<file path="src/rtl/dmem_if.sv">
// CPU-side and RAM-side signal bundle for dmem_access_ctrl.
// The controller takes the slave modport; the CPU/RAM environment takes the master modport.
interface dmem_if #(
   parameter int unsigned ADDR_W = 32,
   parameter int unsigned DATA_W = 32
);
   logic              cpu_read_i;
   logic              cpu_write_i;
   logic [ADDR_W-1:0] cpu_addr_i;
   logic [DATA_W-1:0] cpu_wdata_i;
   logic [DATA_W-1:0] cpu_rdata_o;
   logic              cpu_stall_o;
   logic              mem_req_o;
   logic              mem_we_o;
   logic [ADDR_W-1:0] mem_addr_o;
   logic [DATA_W-1:0] mem_wdata_o;
   logic              mem_ack_i;
   logic [DATA_W-1:0] mem_rdata_i;
   logic              err_o;

   modport slave (
      input  cpu_read_i, cpu_write_i, cpu_addr_i, cpu_wdata_i, mem_ack_i, mem_rdata_i,
      output cpu_rdata_o, cpu_stall_o, mem_req_o, mem_we_o, mem_addr_o, mem_wdata_o, err_o
   );

   modport master (
      output cpu_read_i, cpu_write_i, cpu_addr_i, cpu_wdata_i, mem_ack_i, mem_rdata_i,
      input  cpu_rdata_o, cpu_stall_o, mem_req_o, mem_we_o, mem_addr_o, mem_wdata_o, err_o
   );
endinterface

</file>
<file path="src/rtl/dmem_access_ctrl.sv">
// Data-side access controller: stalls the CPU across a req/ack RAM access and returns load data.
// Define DMEM_WBUF_EN to add a posted-write FIFO (WBUF_DEPTH entries) in front of the RAM.
module dmem_access_ctrl #(
   parameter int unsigned ADDR_W  = 32,
   parameter int unsigned DATA_W  = 32,
   parameter int unsigned TIMEOUT = 255
`ifdef DMEM_WBUF_EN
   ,
   parameter int unsigned WBUF_DEPTH = 2
`endif
) (
   input logic   clk_i,
   input logic   rst_i,
   dmem_if.slave bus
);
   localparam logic [1:0] StIdle = 2'd0;
   localparam logic [1:0] StReq  = 2'd1;
   localparam logic [1:0] StDone = 2'd2;

   localparam int unsigned CntW = $clog2(TIMEOUT + 1);
   localparam logic [CntW-1:0] CntMax = CntW'(TIMEOUT);

   logic [1:0]        state_q, state_d;
   logic              req_q, req_d;
   logic              we_q, we_d;
   logic [ADDR_W-1:0] addr_q, addr_d;
   logic [DATA_W-1:0] wdata_q, wdata_d;
   logic [DATA_W-1:0] rdata_q, rdata_d;
   logic              err_q, err_d;
   logic [CntW-1:0]   cnt_q, cnt_d, cnt_inc;
   logic              stall, aligned, access, load_only, timeout;

   assign aligned   = (bus.cpu_addr_i[1:0] == 2'b00);
   assign access    = bus.cpu_read_i | bus.cpu_write_i;
   assign load_only = bus.cpu_read_i & ~bus.cpu_write_i;
   assign cnt_inc   = (cnt_q == CntMax) ? cnt_q : cnt_q + CntW'(1);
   assign timeout   = ~bus.mem_ack_i & (cnt_inc == CntMax);

`ifdef DMEM_WBUF_EN
   localparam int unsigned PtrW  = (WBUF_DEPTH > 1) ? $clog2(WBUF_DEPTH) : 1;
   localparam int unsigned FillW = $clog2(WBUF_DEPTH + 1);

   logic [ADDR_W-1:0] fifo_addr_q [WBUF_DEPTH];
   logic [DATA_W-1:0] fifo_data_q [WBUF_DEPTH];
   logic [PtrW-1:0]   rd_ptr_q, wr_ptr_q;
   logic [FillW-1:0]  fill_q;
   logic              push, pop, fifo_empty, fifo_full, load_busy;

   assign fifo_empty = (fill_q == '0);
   assign fifo_full  = (fill_q == FillW'(WBUF_DEPTH));
   assign load_busy  = (state_q != StIdle) & ~we_q;

   function automatic logic [PtrW-1:0] ptr_inc(input logic [PtrW-1:0] p);
      return (p == PtrW'(WBUF_DEPTH - 1)) ? '0 : p + PtrW'(1);
   endfunction

   always_ff @(posedge clk_i or posedge rst_i) begin
      if (rst_i) begin
         rd_ptr_q <= '0;
         wr_ptr_q <= '0;
         fill_q   <= '0;
      end else begin
         if (push) wr_ptr_q <= ptr_inc(wr_ptr_q);
         if (pop)  rd_ptr_q <= ptr_inc(rd_ptr_q);
         if (push & ~pop)      fill_q <= fill_q + FillW'(1);
         else if (pop & ~push) fill_q <= fill_q - FillW'(1);
      end
   end

   always_ff @(posedge clk_i) begin
      if (push) begin
         fifo_addr_q[wr_ptr_q] <= bus.cpu_addr_i;
         fifo_data_q[wr_ptr_q] <= bus.cpu_wdata_i;
      end
   end
`endif

   always_comb begin
      state_d = state_q;
      req_d   = req_q;
      we_d    = we_q;
      addr_d  = addr_q;
      wdata_d = wdata_q;
      rdata_d = rdata_q;
      err_d   = err_q;
      cnt_d   = cnt_q;
      stall   = 1'b0;
`ifdef DMEM_WBUF_EN
      push    = 1'b0;
      pop     = 1'b0;
`endif
      case (state_q)
         StIdle: begin
`ifdef DMEM_WBUF_EN
            // Draining wins; the head entry is retired only when the RAM is done with it.
            if (!fifo_empty) begin
               state_d = StReq;
               req_d   = 1'b1;
               we_d    = 1'b1;
               addr_d  = fifo_addr_q[rd_ptr_q];
               wdata_d = fifo_data_q[rd_ptr_q];
               cnt_d   = '0;
            end else if (access & aligned & load_only) begin
               state_d = StReq;
               req_d   = 1'b1;
               we_d    = 1'b0;
               addr_d  = bus.cpu_addr_i;
               cnt_d   = '0;
            end
`else
            if (access & aligned) begin
               stall   = 1'b1;
               state_d = StReq;
               req_d   = 1'b1;
               we_d    = bus.cpu_write_i;
               addr_d  = bus.cpu_addr_i;
               wdata_d = bus.cpu_wdata_i;
               cnt_d   = '0;
               if (bus.cpu_read_i & bus.cpu_write_i) err_d = 1'b1;
            end else if (access) begin
               err_d = 1'b1;
               if (load_only) rdata_d = '0;
            end
`endif
         end
         StReq: begin
`ifndef DMEM_WBUF_EN
            stall = 1'b1;
`endif
            cnt_d = cnt_inc;
            if (bus.mem_ack_i) begin
               req_d   = 1'b0;
               state_d = StDone;
               if (!we_q) rdata_d = bus.mem_rdata_i;
            end else if (timeout) begin
               req_d   = 1'b0;
               err_d   = 1'b1;
               rdata_d = '0;
               state_d = StDone;
            end
`ifdef DMEM_WBUF_EN
            pop = we_q & (bus.mem_ack_i | timeout);
`endif
         end
         StDone:  state_d = StIdle;
         default: state_d = StIdle;
      endcase
`ifdef DMEM_WBUF_EN
      // CPU side: stores post into the buffer, loads wait until it has drained.
      if (load_busy) begin
         stall = (state_q == StReq);
      end else if (access) begin
         if (!aligned) begin
            err_d = 1'b1;
            if (load_only) rdata_d = '0;
         end else if (bus.cpu_write_i) begin
            if (bus.cpu_read_i) err_d = 1'b1;
            if (fifo_full & ~pop) stall = 1'b1;
            else push = 1'b1;
         end else begin
            stall = 1'b1;
         end
      end
`endif
   end

   always_ff @(posedge clk_i or posedge rst_i) begin
      if (rst_i) begin
         state_q <= StIdle;
         req_q   <= 1'b0;
         we_q    <= 1'b0;
         addr_q  <= '0;
         wdata_q <= '0;
         rdata_q <= '0;
         err_q   <= 1'b0;
         cnt_q   <= '0;
      end else begin
         state_q <= state_d;
         req_q   <= req_d;
         we_q    <= we_d;
         addr_q  <= addr_d;
         wdata_q <= wdata_d;
         rdata_q <= rdata_d;
         err_q   <= err_d;
         cnt_q   <= cnt_d;
      end
   end

   assign bus.cpu_stall_o = stall & ~rst_i;
   assign bus.cpu_rdata_o = rdata_q;
   assign bus.mem_req_o   = req_q;
   assign bus.mem_we_o    = we_q;
   assign bus.mem_addr_o  = addr_q;
   assign bus.mem_wdata_o = wdata_q;
   assign bus.err_o       = err_q;
endmodule

</file>
<file path="src/flat_wrapper.sv">
// flat-port wrapper written by rule: the top's interface ports become plain ports
module dmem_access_ctrl_flat 
#(
   parameter int unsigned ADDR_W  = 32,
   parameter int unsigned DATA_W  = 32,
   parameter int unsigned TIMEOUT = 255

)
  (clk_i, rst_i, bus_cpu_read_i, bus_cpu_write_i, bus_cpu_addr_i, bus_cpu_wdata_i, bus_mem_ack_i, bus_mem_rdata_i, bus_cpu_rdata_o, bus_cpu_stall_o, bus_mem_req_o, bus_mem_we_o, bus_mem_addr_o, bus_mem_wdata_o, bus_err_o);
  dmem_if #(.ADDR_W(ADDR_W), .DATA_W(DATA_W)) bus_i ();
  input logic clk_i;
  input logic rst_i;
  input wire logic [$bits(bus_i.cpu_read_i)-1:0] bus_cpu_read_i;
  input wire logic [$bits(bus_i.cpu_write_i)-1:0] bus_cpu_write_i;
  input wire logic [$bits(bus_i.cpu_addr_i)-1:0] bus_cpu_addr_i;
  input wire logic [$bits(bus_i.cpu_wdata_i)-1:0] bus_cpu_wdata_i;
  input wire logic [$bits(bus_i.mem_ack_i)-1:0] bus_mem_ack_i;
  input wire logic [$bits(bus_i.mem_rdata_i)-1:0] bus_mem_rdata_i;
  output wire logic [$bits(bus_i.cpu_rdata_o)-1:0] bus_cpu_rdata_o;
  output wire logic [$bits(bus_i.cpu_stall_o)-1:0] bus_cpu_stall_o;
  output wire logic [$bits(bus_i.mem_req_o)-1:0] bus_mem_req_o;
  output wire logic [$bits(bus_i.mem_we_o)-1:0] bus_mem_we_o;
  output wire logic [$bits(bus_i.mem_addr_o)-1:0] bus_mem_addr_o;
  output wire logic [$bits(bus_i.mem_wdata_o)-1:0] bus_mem_wdata_o;
  output wire logic [$bits(bus_i.err_o)-1:0] bus_err_o;
  assign bus_i.cpu_read_i = bus_cpu_read_i;
  assign bus_i.cpu_write_i = bus_cpu_write_i;
  assign bus_i.cpu_addr_i = bus_cpu_addr_i;
  assign bus_i.cpu_wdata_i = bus_cpu_wdata_i;
  assign bus_i.mem_ack_i = bus_mem_ack_i;
  assign bus_i.mem_rdata_i = bus_mem_rdata_i;
  assign bus_cpu_rdata_o = bus_i.cpu_rdata_o;
  assign bus_cpu_stall_o = bus_i.cpu_stall_o;
  assign bus_mem_req_o = bus_i.mem_req_o;
  assign bus_mem_we_o = bus_i.mem_we_o;
  assign bus_mem_addr_o = bus_i.mem_addr_o;
  assign bus_mem_wdata_o = bus_i.mem_wdata_o;
  assign bus_err_o = bus_i.err_o;
  dmem_access_ctrl #(.ADDR_W(ADDR_W), .DATA_W(DATA_W), .TIMEOUT(TIMEOUT)) u_core (.clk_i(clk_i), .rst_i(rst_i), .bus(bus_i));
endmodule
</file>
<file path="config.mk">
export PLATFORM = sky130hd
export DESIGN_NAME = dmem_access_ctrl_flat
export DESIGN_NICKNAME = d
export VERILOG_FILES = /design/src/rtl/dmem_if.sv /design/src/rtl/dmem_access_ctrl.sv /design/src/flat_wrapper.sv
export SDC_FILE = /design/constraint.sdc
export NUM_CORES = 1
export LEC_CHECK = 0
export CORE_MARGIN = 4
export CORE_UTILIZATION = 47
export DETAILED_ROUTE_END_ITERATION = 8
export GPL_ROUTABILITY_DRIVEN = 0
export HOLD_SLACK_MARGIN = 0.08
export PLACE_DENSITY_LB_ADDON = 0.3
export SYNTH_ARGS = -nofsm -noshare
export SYNTH_HDL_FRONTEND = slang
export SYNTH_SLANG_ARGS = --single-unit
</file>
<file path="constraint.sdc">
create_clock -name clk_i -period 13.26 [get_ports clk_i]
set_clock_uncertainty 0.2 [all_clocks]
set_input_delay 3.978 -clock clk_i [delete_from_list [all_inputs] [get_ports clk_i]]
set_output_delay 3.978 -clock clk_i [all_outputs]
set_load 0.005 [all_outputs]
</file>
==> results of run 1 <==
-- final cells by class --
type	instances	area [um^2]
sequential	109	2730
fill	827	3160
inverter	5	21.3
timing repair buffer	207	2050
multi-input combinational	393	2150
clock inverter	6	53.8
clock buffer	10	128
tap	136	170
-- logic make-up (layout without fill, tap and decap cells) --
| kind of cell | count (synthesis) | count (layout) | synth area share, % |
|---|---|---|---|
| simple gates | 263 | 263 | 21.1 |
| compound gates | 124 | 124 | 19.3 |
| flops | 109 | 109 | 53.4 |
| buf+inv | 47 | 228 | 4.92 |
| mux | 3 | 3 | 0.612 |
| fa+ha+maj | 2 | 2 | 0.441 |
| xor+xnor | 1 | 1 | 0.171 |
-- per-layer routing --
layer / global-route usage (%) / wire, um
met4: 8.57 / 445
met5: 0 / 0
met1: 26.2 / 5660
met2: 37.4 / 6860
met3: 5.77 / 969
-- worst max-delay path by stage --
stage / start / endpoint
final: bus_cpu_addr_i[0] / bus_cpu_stall_o
after global routing: bus_cpu_addr_i[0] / bus_cpu_stall_o
after CTS: bus_cpu_addr_i[0] / bus_cpu_stall_o
after detailed placement: bus_cpu_addr_i[0] / bus_cpu_stall_o
after global placement: bus_cpu_addr_i[0] / bus_cpu_stall_o
after floorplan: bus_cpu_addr_i[0] / bus_cpu_stall_o
-- flip-flops by register name, indices dropped and copies added, names as in the netlist --
register / count
u_core.bus.mem_addr_o: 32
u_core.bus.cpu_rdata_o: 32
u_core.bus.mem_wdata_o: 32
u_core.state_q: 2
u_core.bus.mem_we_o: 1
u_core.bus.mem_req_o: 1
u_core.cnt_q: 8
u_core.bus.err_o: 1
-- power by group through the flow --
stage          sequential [mW]  combinational [mW]  clock (mW)
3_5_place_dp             0.450               0.310           0
2_1_floorplan            0.446               0.119           0
3_3_place_gp             0.446               0.301           0
6_report                 0.444               0.308       0.190
4_1_cts                  0.444               0.312       0.195
5_1_grt                  0.452               0.338       0.210
-- critical path, cell delays in order --
cell and delay, ns:
clkdlybuf4s50_1 0.39, or3_1 0.45, nor2_1 0.14, nor2_1 0.05, nor3_1 0.15, clkdlybuf4s50_1 0.53
-- cell usage after synthesis, types with 4 or more instances --
| cell | number |
|---|---|
| a31oi_2 | 23 |
| dfrtp_1 | 109 |
| buf_2 | 18 |
| a31o_2 | 16 |
| clkbuf_1 | 16 |
| a41oi_1 | 4 |
| o21ai_0 | 6 |
| nand2_1 | 227 |
| nor2_1 | 9 |
| buf_6 | 7 |
| and2_1 | 4 |
| a21oi_1 | 35 |
| a31o_1 | 16 |
| inv_1 | 5 |
| a31oi_1 | 13 |
==> flow_summary.yaml, run 1 <==
status:
  status: "finished clean"
routing:
  routedWlPerCell_um: 16.1
  viasPerCell: 5.30
  dr.first_iter.drc_count: 299
  wirelength_um: 13900
  drc: 0
  ant_nets: 0
  dr.pass1.iters: 6
  via_count: 4594
placement:
  dp.cells: 850
  post-place-ws_ns: 3.40
  place_area_um2: 7130
  hpwl_um: 9920
  io_buffers: 200
clock_network:
  clock_path_buffers: 2
  post-cts-setup-buffer-count: 0
  ctsResizeCount: 0
  path_clk_slew_ns: 0.10
  cts-root-buf: "clkbuf_8"
  hold_buffers: 0
  cts_made_buffers: 9
  cts_max_level: 3
  cts_tree: "yes"
  clock_sinks: 109
  clock_latency_ns: 0.36
worst_setup_path:
  r2r_setup_slack_ns: 10.38
  critical_path_class: "input port to output pin"
  required_ns: 9.08
  worstPathMaxFanout: 5
  reg2reg_depth: 6
  crit-reg2reg-launch: "u_core.state_q[1]"
  worst_setup_path_end_kind: "output pin"
  arrival_ns: 5.69
  timing.rr.end: "u_core.bus.cpu_rdata_o[25]"
  critPathLaunchType: "input port"
timing:
  fin_ws_ns: 3.40
  hold_viol: 0
  fin_crit_sh_pct: 74.4
  finalMaxSlewViolations: 0
  setup_viol_count_final: 0
  whs_ns: 0.282
  rsz0062_at_grt: "false"
  max_freq_mhz: 101
  relSlewSlack_pct: 21.2
  worst_slew_pin_slew_ns: 1.18
  layout_min_cycle_time_ns: 9.86
  setup-tns-final_ns: 0
logic_synthesis:
  netlist_instances: 549
  syn_area_um2: 5110
  synth_area_leaders: "dfrtp_1 53%, nand2_1 17%, a31oi_2 5.6%"
  synth_cell_types: 47
  synth_ff_type: "dfrtp_1"
  synth_nets: 651
  async_reset_ff_share_pct: 100
  synth_area_per_cell_um2: 9.31
  yosysTopAreaCell: "dfrtp_1"
  ys_seq_area_share_pct: 53.4
  synth-seq-cells: 109
  synth_top_cell_area_share_pct: 53.4
  synth_edf_count: 0
  synth_warnings: 0
floorplan:
  fp-row-count: 37
  die-width_um: 112
  start_util_pct: 48.8
  dieArea_um2: 12600
  die_y_um: 112
  ios: 201
  core_um2: 10500
finish:
  layout_commonest_cell: "nand2_1"
  area_growth_pct: 43.0
  n_antenna_cell: 0
  drive_above_1_share_pct: 10.0
  final_area_um2: 7310
  final_cells: 866
  fin_nets: 827
  final_cell_mix: "227 x nand2_1, 200 x clkdlybuf4s50_1, 109 x dfrtp_1, 35 x a21oi_1, 23 x a31oi_2"
  finalCoreUtilization_pct: 69.8
global_route:
  grt_max_degree: 72
  first_global_vias: 4661
  grt_pass1_wl_um: 22700
  grt_util_all_layers_pct: 21.8
  globalRouteOverflowTotal: 0
  antenna_found_initial: 0
pwr:
  peakVddDrop_mv: 0.0804
  p_total_uw: 941
  p_int_uw: 655
  power_density_nw_per_um2: 129
  power_frac_seq_pct: 47.2
  leakagePower_nw: 3.19
  power_switching_uw: 286
  clockPowerShare_pct: 20.2
  switching_share_pct: 30.4
  pwr-share-comb_pct: 32.7
run:
  cap_violations: 0
hold_path:
  min_path_type: "flop to flop"
  hold_path_end: "u_core.bus.mem_addr_o[5]"
  holdPathStages: 2
  hold_start: "u_core.bus.mem_addr_o[5]"
(Power assumes the default switching activity.)
==> run 2: changes to the inputs <==
CORE_UTILIZATION = 44   (was 47)
clock period = 9.5 ns   (was 13.26 ns; I/O delays follow)
==> run 2 against run 1 <==
  * Core utilization decreased by 4.3 points
  * Combinational power increased by 40%
  * Highest routed layer unchanged
  * Global-route usage down 0.60 points
  * Sequential power grew 40%
  * Largest cell class unchanged
==> flow_summary.yaml, run 2 (synthesized netlist as in run 1, its figures left out) <==
status:
  status: "finished clean"
clock_network:
  ctsResizeCount: 0
  clock_path_buffers: 2
  cts_made_buffers: 9
  path_clk_slew_ns: 0.07
  clock_latency_ns: 0.34
  cts_max_level: 3
  cts_tree: "yes"
  clock_sinks: 109
  post-cts-setup-buffer-count: 0
  hold_buffers: 0
  cts-root-buf: "clkbuf_16"
routing:
  dr.first_iter.drc_count: 322
  via_count: 4615
  routedWlPerCell_um: 16.4
  wirelength_um: 14300
  viasPerCell: 5.28
  drc: 0
  dr.pass1.iters: 5
  ant_nets: 0
finish:
  fin_nets: 828
  area_growth_pct: 45.8
  final_cell_mix: "227 x nand2_1, 200 x clkdlybuf4s50_1, 109 x dfrtp_1, 35 x a21oi_1, 23 x a31oi_2"
  layout_commonest_cell: "nand2_1"
  final_cells: 874
  drive_above_1_share_pct: 10.3
  n_antenna_cell: 0
timing:
  finalMaxSlewViolations: 0
  fin_crit_sh_pct: 79.9
  max_freq_mhz: 132
  relSlewSlack_pct: 20.5
  rsz0062_at_grt: "false"
  setup-tns-final_ns: 0
  fin_ws_ns: 1.91
  setup_viol_count_final: 0
  hold_viol: 0
  worst_slew_pin_slew_ns: 1.19
  layout_min_cycle_time_ns: 7.59
run:
  cap_violations: 0
worst_setup_path:
  critical_path_class: "input port to output pin"
  worstPathMaxFanout: 5
  reg2reg_depth: 7
  critPathLaunchType: "input port"
  slowest_stage: "clkdlybuf4s50_1"
  critPathTopFamily: "buffers and inverters"
  required_ns: 6.45
  path_cells: "clkdlybuf4s50_1, or3_1, nor2_1, nor2_1, nor3_1, clkdlybuf4s50_1"
  worst-path-buf-inv: 2
  arrival_ns: 4.54
  worst_setup_path_end_kind: "output pin"
  slowest_delay_ns: 0.53
  path_depth: 6
global_route:
  globalRouteOverflowTotal: 0
  grt_use_met3_pct: 8.62
  busiest_layer: "met2"
  use_met1_pct: 26.8
  grt_pass1_wl_um: 22500
  met2_usage_pct: 34.4
  antenna_found_initial: 0
  grt_util_all_layers_pct: 21.2
  grt_max_degree: 69
  first_global_vias: 4610
floorplan:
  core_um2: 11400
  die-width_um: 116
  ios: 201
  dieArea_um2: 13400
  fp-row-count: 39
  die_y_um: 116
  start_util_pct: 44.9
pwr:
  power_density_nw_per_um2: 192
  p_total_mw: 1.43
  leakagePower_nw: 3.25
  peakVddDrop_mv: 0.110
placement:
  hpwl_um: 10000
  io_buffers: 200
  post-place-ws_ns: 1.93
  dp.cells: 858
hold_path:
  min_path_type: "flop to flop"
  holdPathStages: 2
run 2: cell types whose count changed in the layout (fill, tap and decap cells not counted):
cell        previous run  this run
bufinv_16              0         1
clkbuf_1               1         0
clkbuf_16              0         9
clkinvlp_4             1         2
clkbuf_8               9         0
inv_6                  2         1
buf_4                  7         8
run 2: through the flow:
stage                     instance area [um^2]  utilization [%]  hold slack (ns)
after floorplan                           5110                -            0.270
after global placement                    7140             62.8            0.257
after detailed placement                  7140             62.8            0.261
after CTS                                 7450             65.5            0.279
after global routing                      7450             65.5            0.300
final                                     7450             65.5            0.275
run 2: power breakdown:
part | internal, mW | total (mW) | switching, mW
Sequential | 0.557 | 0.620 | 0.0627
Combinational | 0.258 | 0.430 | 0.172
Clock | 0.208 | 0.384 | 0.176
Total | 1.02 | 1.43 | 0.411
run 2: final timing paths:
kind / startpoint / to / slack [ns]
worst max-delay path: bus_cpu_addr_i[0] / bus_cpu_stall_o / 1.91
worst min-delay path: u_core.bus.mem_addr_o[10] / u_core.bus.mem_addr_o[10] / 0.28
worst max register to register: u_core.state_q[1] / u_core.bus.cpu_rdata_o[25] / 6.78
worst min register to register: u_core.bus.mem_addr_o[10] / u_core.bus.mem_addr_o[10] / 0.28
max in group asynchronous: rst_i / u_core.bus.cpu_rdata_o[8] / 5.04
min in group asynchronous: rst_i / u_core.bus.mem_wdata_o[28] / 2.79
run 2: layout make-up:
class                   count  area [um^2]
fillers                   952         3920
flip-flops and latches    109         2730
multi-input cells         393         2150
repair buffers            208         2060
clock buffers               9          225
well taps                 143          179
clock inverters             7         82.6
inverters                   5         21.3
run 2: layer usage:
layer / share of wire (%) / vias to the layer above / wire length, um
li1: - / 2227 / -
met1: 42 / 2211 / 6000
met2: 46 / 169 / 6620
met3: 11 / 8 / 1560
met4: 0.92 / 0 / 131
met5: 0 / - / 0
run 2: tightest hold or removal path: stages, from the launching register on:
cell and delay, ns:
dfrtp_1 0.34, nand2_1 0.05, nand2_1 0.05
==> run 3: changes to the inputs <==
CORE_UTILIZATION = 40   (was 44)
clock period = 6.9 ns   (was 9.5 ns; I/O delays follow)
==> run 3 against run 2 <==
  * Critical path depth unchanged
  * Largest cell class unchanged
  * Register-to-register slack worse by 2.7 ns
  * Die area increased by 9.3%
==> flow_summary.yaml, run 3 (synthesized netlist as in run 1, its figures left out) <==
status:
  status: "finished clean"
clock_network:
  post-cts-setup-buffer-count: 0
  hold_buffers: 0
  path_clk_slew_ns: 0.07
  clock_path_buffers: 2
  clock_latency_ns: 0.35
  cts_tree: "yes"
  cts_made_buffers: 9
  cts_max_level: 3
  ctsResizeCount: 0
  clock_sinks: 109
  cts-root-buf: "clkbuf_16"
run:
  cap_violations: 0
worst_setup_path:
  worstPathMaxFanout: 5
  slowest_delay_ns: 0.53
  arrival_ns: 3.80
  required_ns: 4.63
  critPathLaunchType: "input port"
  r2r_setup_slack_ns: 4.07
  slowest_stage: "clkdlybuf4s50_1"
  critical_path_class: "input port to output pin"
  path_cells: "clkdlybuf4s50_1, or3_1, nor2_1, nor2_1, nor3_1, clkdlybuf4s50_1"
  worst_setup_path_end_kind: "output pin"
timing:
  hold_viol: 0
  worst_slew_pin_slew_ns: 1.21
  layout_min_cycle_time_ns: 6.07
  setup-tns-final_ns: 0
  whs_ns: 0.276
  finalMaxSlewViolations: 0
  max_freq_mhz: 165
  rsz0062_at_grt: "false"
  fin_crit_sh_pct: 87.9
  relSlewSlack_pct: 19.1
  setup_viol_count_final: 0
floorplan:
  dieArea_um2: 14600
  die_y_um: 121
  fp-row-count: 41
  die-width_um: 121
  start_util_pct: 40.6
  ios: 201
  core_um2: 12600
hold_path:
  min_path_type: "flop to flop"
routing:
  drc: 0
  dr.pass1.iters: 4
  wirelength_um: 14200
  routedWlPerCell_um: 15.7
  viasPerCell: 5.08
  dr.first_iter.drc_count: 324
  via_count: 4573
  ant_nets: 0
global_route:
  grt_pass1_wl_um: 23100
  grt_max_degree: 70
  antenna_found_initial: 0
  first_global_vias: 4624
  globalRouteOverflowTotal: 0
  grt_util_all_layers_pct: 19.5
finish:
  num-fill-cells: 1107
  drive_above_1_share_pct: 10.0
  layout_commonest_cell: "nand2_1"
  final_cell_mix: "227 x nand2_1, 200 x clkdlybuf4s50_1, 109 x dfrtp_1, 35 x a21oi_1, 23 x a31oi_2"
  seq_area_um2: 2730
  multiInputGateArea_um2: 2150
  n_antenna_cell: 0
  fin_nets: 827
  area_growth_pct: 46.7
placement:
  io_buffers: 200
  hpwl_um: 9780
pwr:
  peakVddDrop_mv: 0.164
  power_density_nw_per_um2: 268
  leakagePower_nw: 3.25
==> run 3: cell types whose count changed in the layout (fill, tap and decap cells not counted) <==
cell	before	now
buf_4	8	7
bufinv_16	1	2
clkbuf_8	0	1
clkinvlp_4	2	1
inv_6	1	0
inv_8	1	0
==> run 3: per-stage QoR <==
step	power, mW	area [um^2]	utilization [%]	worst slack (ns)	instances
2_1_floorplan	1.09	5110	-	1.76	549
5_1_grt	2.12	7490	59.6	0.719	901
3_3_place_gp	1.44	7170	57.1	0.866	886
4_1_cts	2.03	7490	59.6	0.803	901
3_5_place_dp	1.46	7170	57.1	0.819	886
6_report	2.01	7490	59.6	0.832	901
==> run 3: critical path: cells and delay by family <==
kind	cells	cell delay [ns]
buffers and inverters	2	0.92
and+or+nand+nor	4	0.80
==> run 3: final timing paths <==
check	start	endpoint	depth (start not counted)
max	bus_cpu_addr_i[0]	bus_cpu_stall_o	6
min	u_core.bus.mem_addr_o[2]	u_core.bus.mem_addr_o[2]	2
max reg2reg	u_core.cnt_q[0]	u_core.bus.cpu_rdata_o[24]	7
min reg2reg	u_core.bus.mem_addr_o[2]	u_core.bus.mem_addr_o[2]	2
min in group asynchronous	rst_i	u_core.state_q[1]	2
max in group asynchronous	rst_i	u_core.bus.mem_addr_o[26]	3
==> run 3: per-layer routing <==
layer	track usage, %	share of wire [%]	up-vias
met5	0	0	-
met1	24.7	42	2155
met4	6.73	1.6	0
met2	30.4	47	177
li1	-	-	2223
met3	7.74	10	18
==> run 3: layout make-up <==
class	instances	share of cell area, %
clock buffers	10	3.19
clock inverters	5	1.14
inverters	5	0.284
multi-input cells	393	28.7
flip-flops and latches	109	36.4
well taps	172	2.87
repair buffers	207	27.4
==> run 3: where the power goes <==
| part | switching [mW] | total (mW) | internal [mW] | leakage, nW |
|---|---|---|---|---|
| combinational | 0.234 | 0.589 | 0.355 | 1.69 |
| clock | 0.236 | 0.563 | 0.327 | 0.155 |
| sequential | 0.0876 | 0.855 | 0.767 | 1.40 |
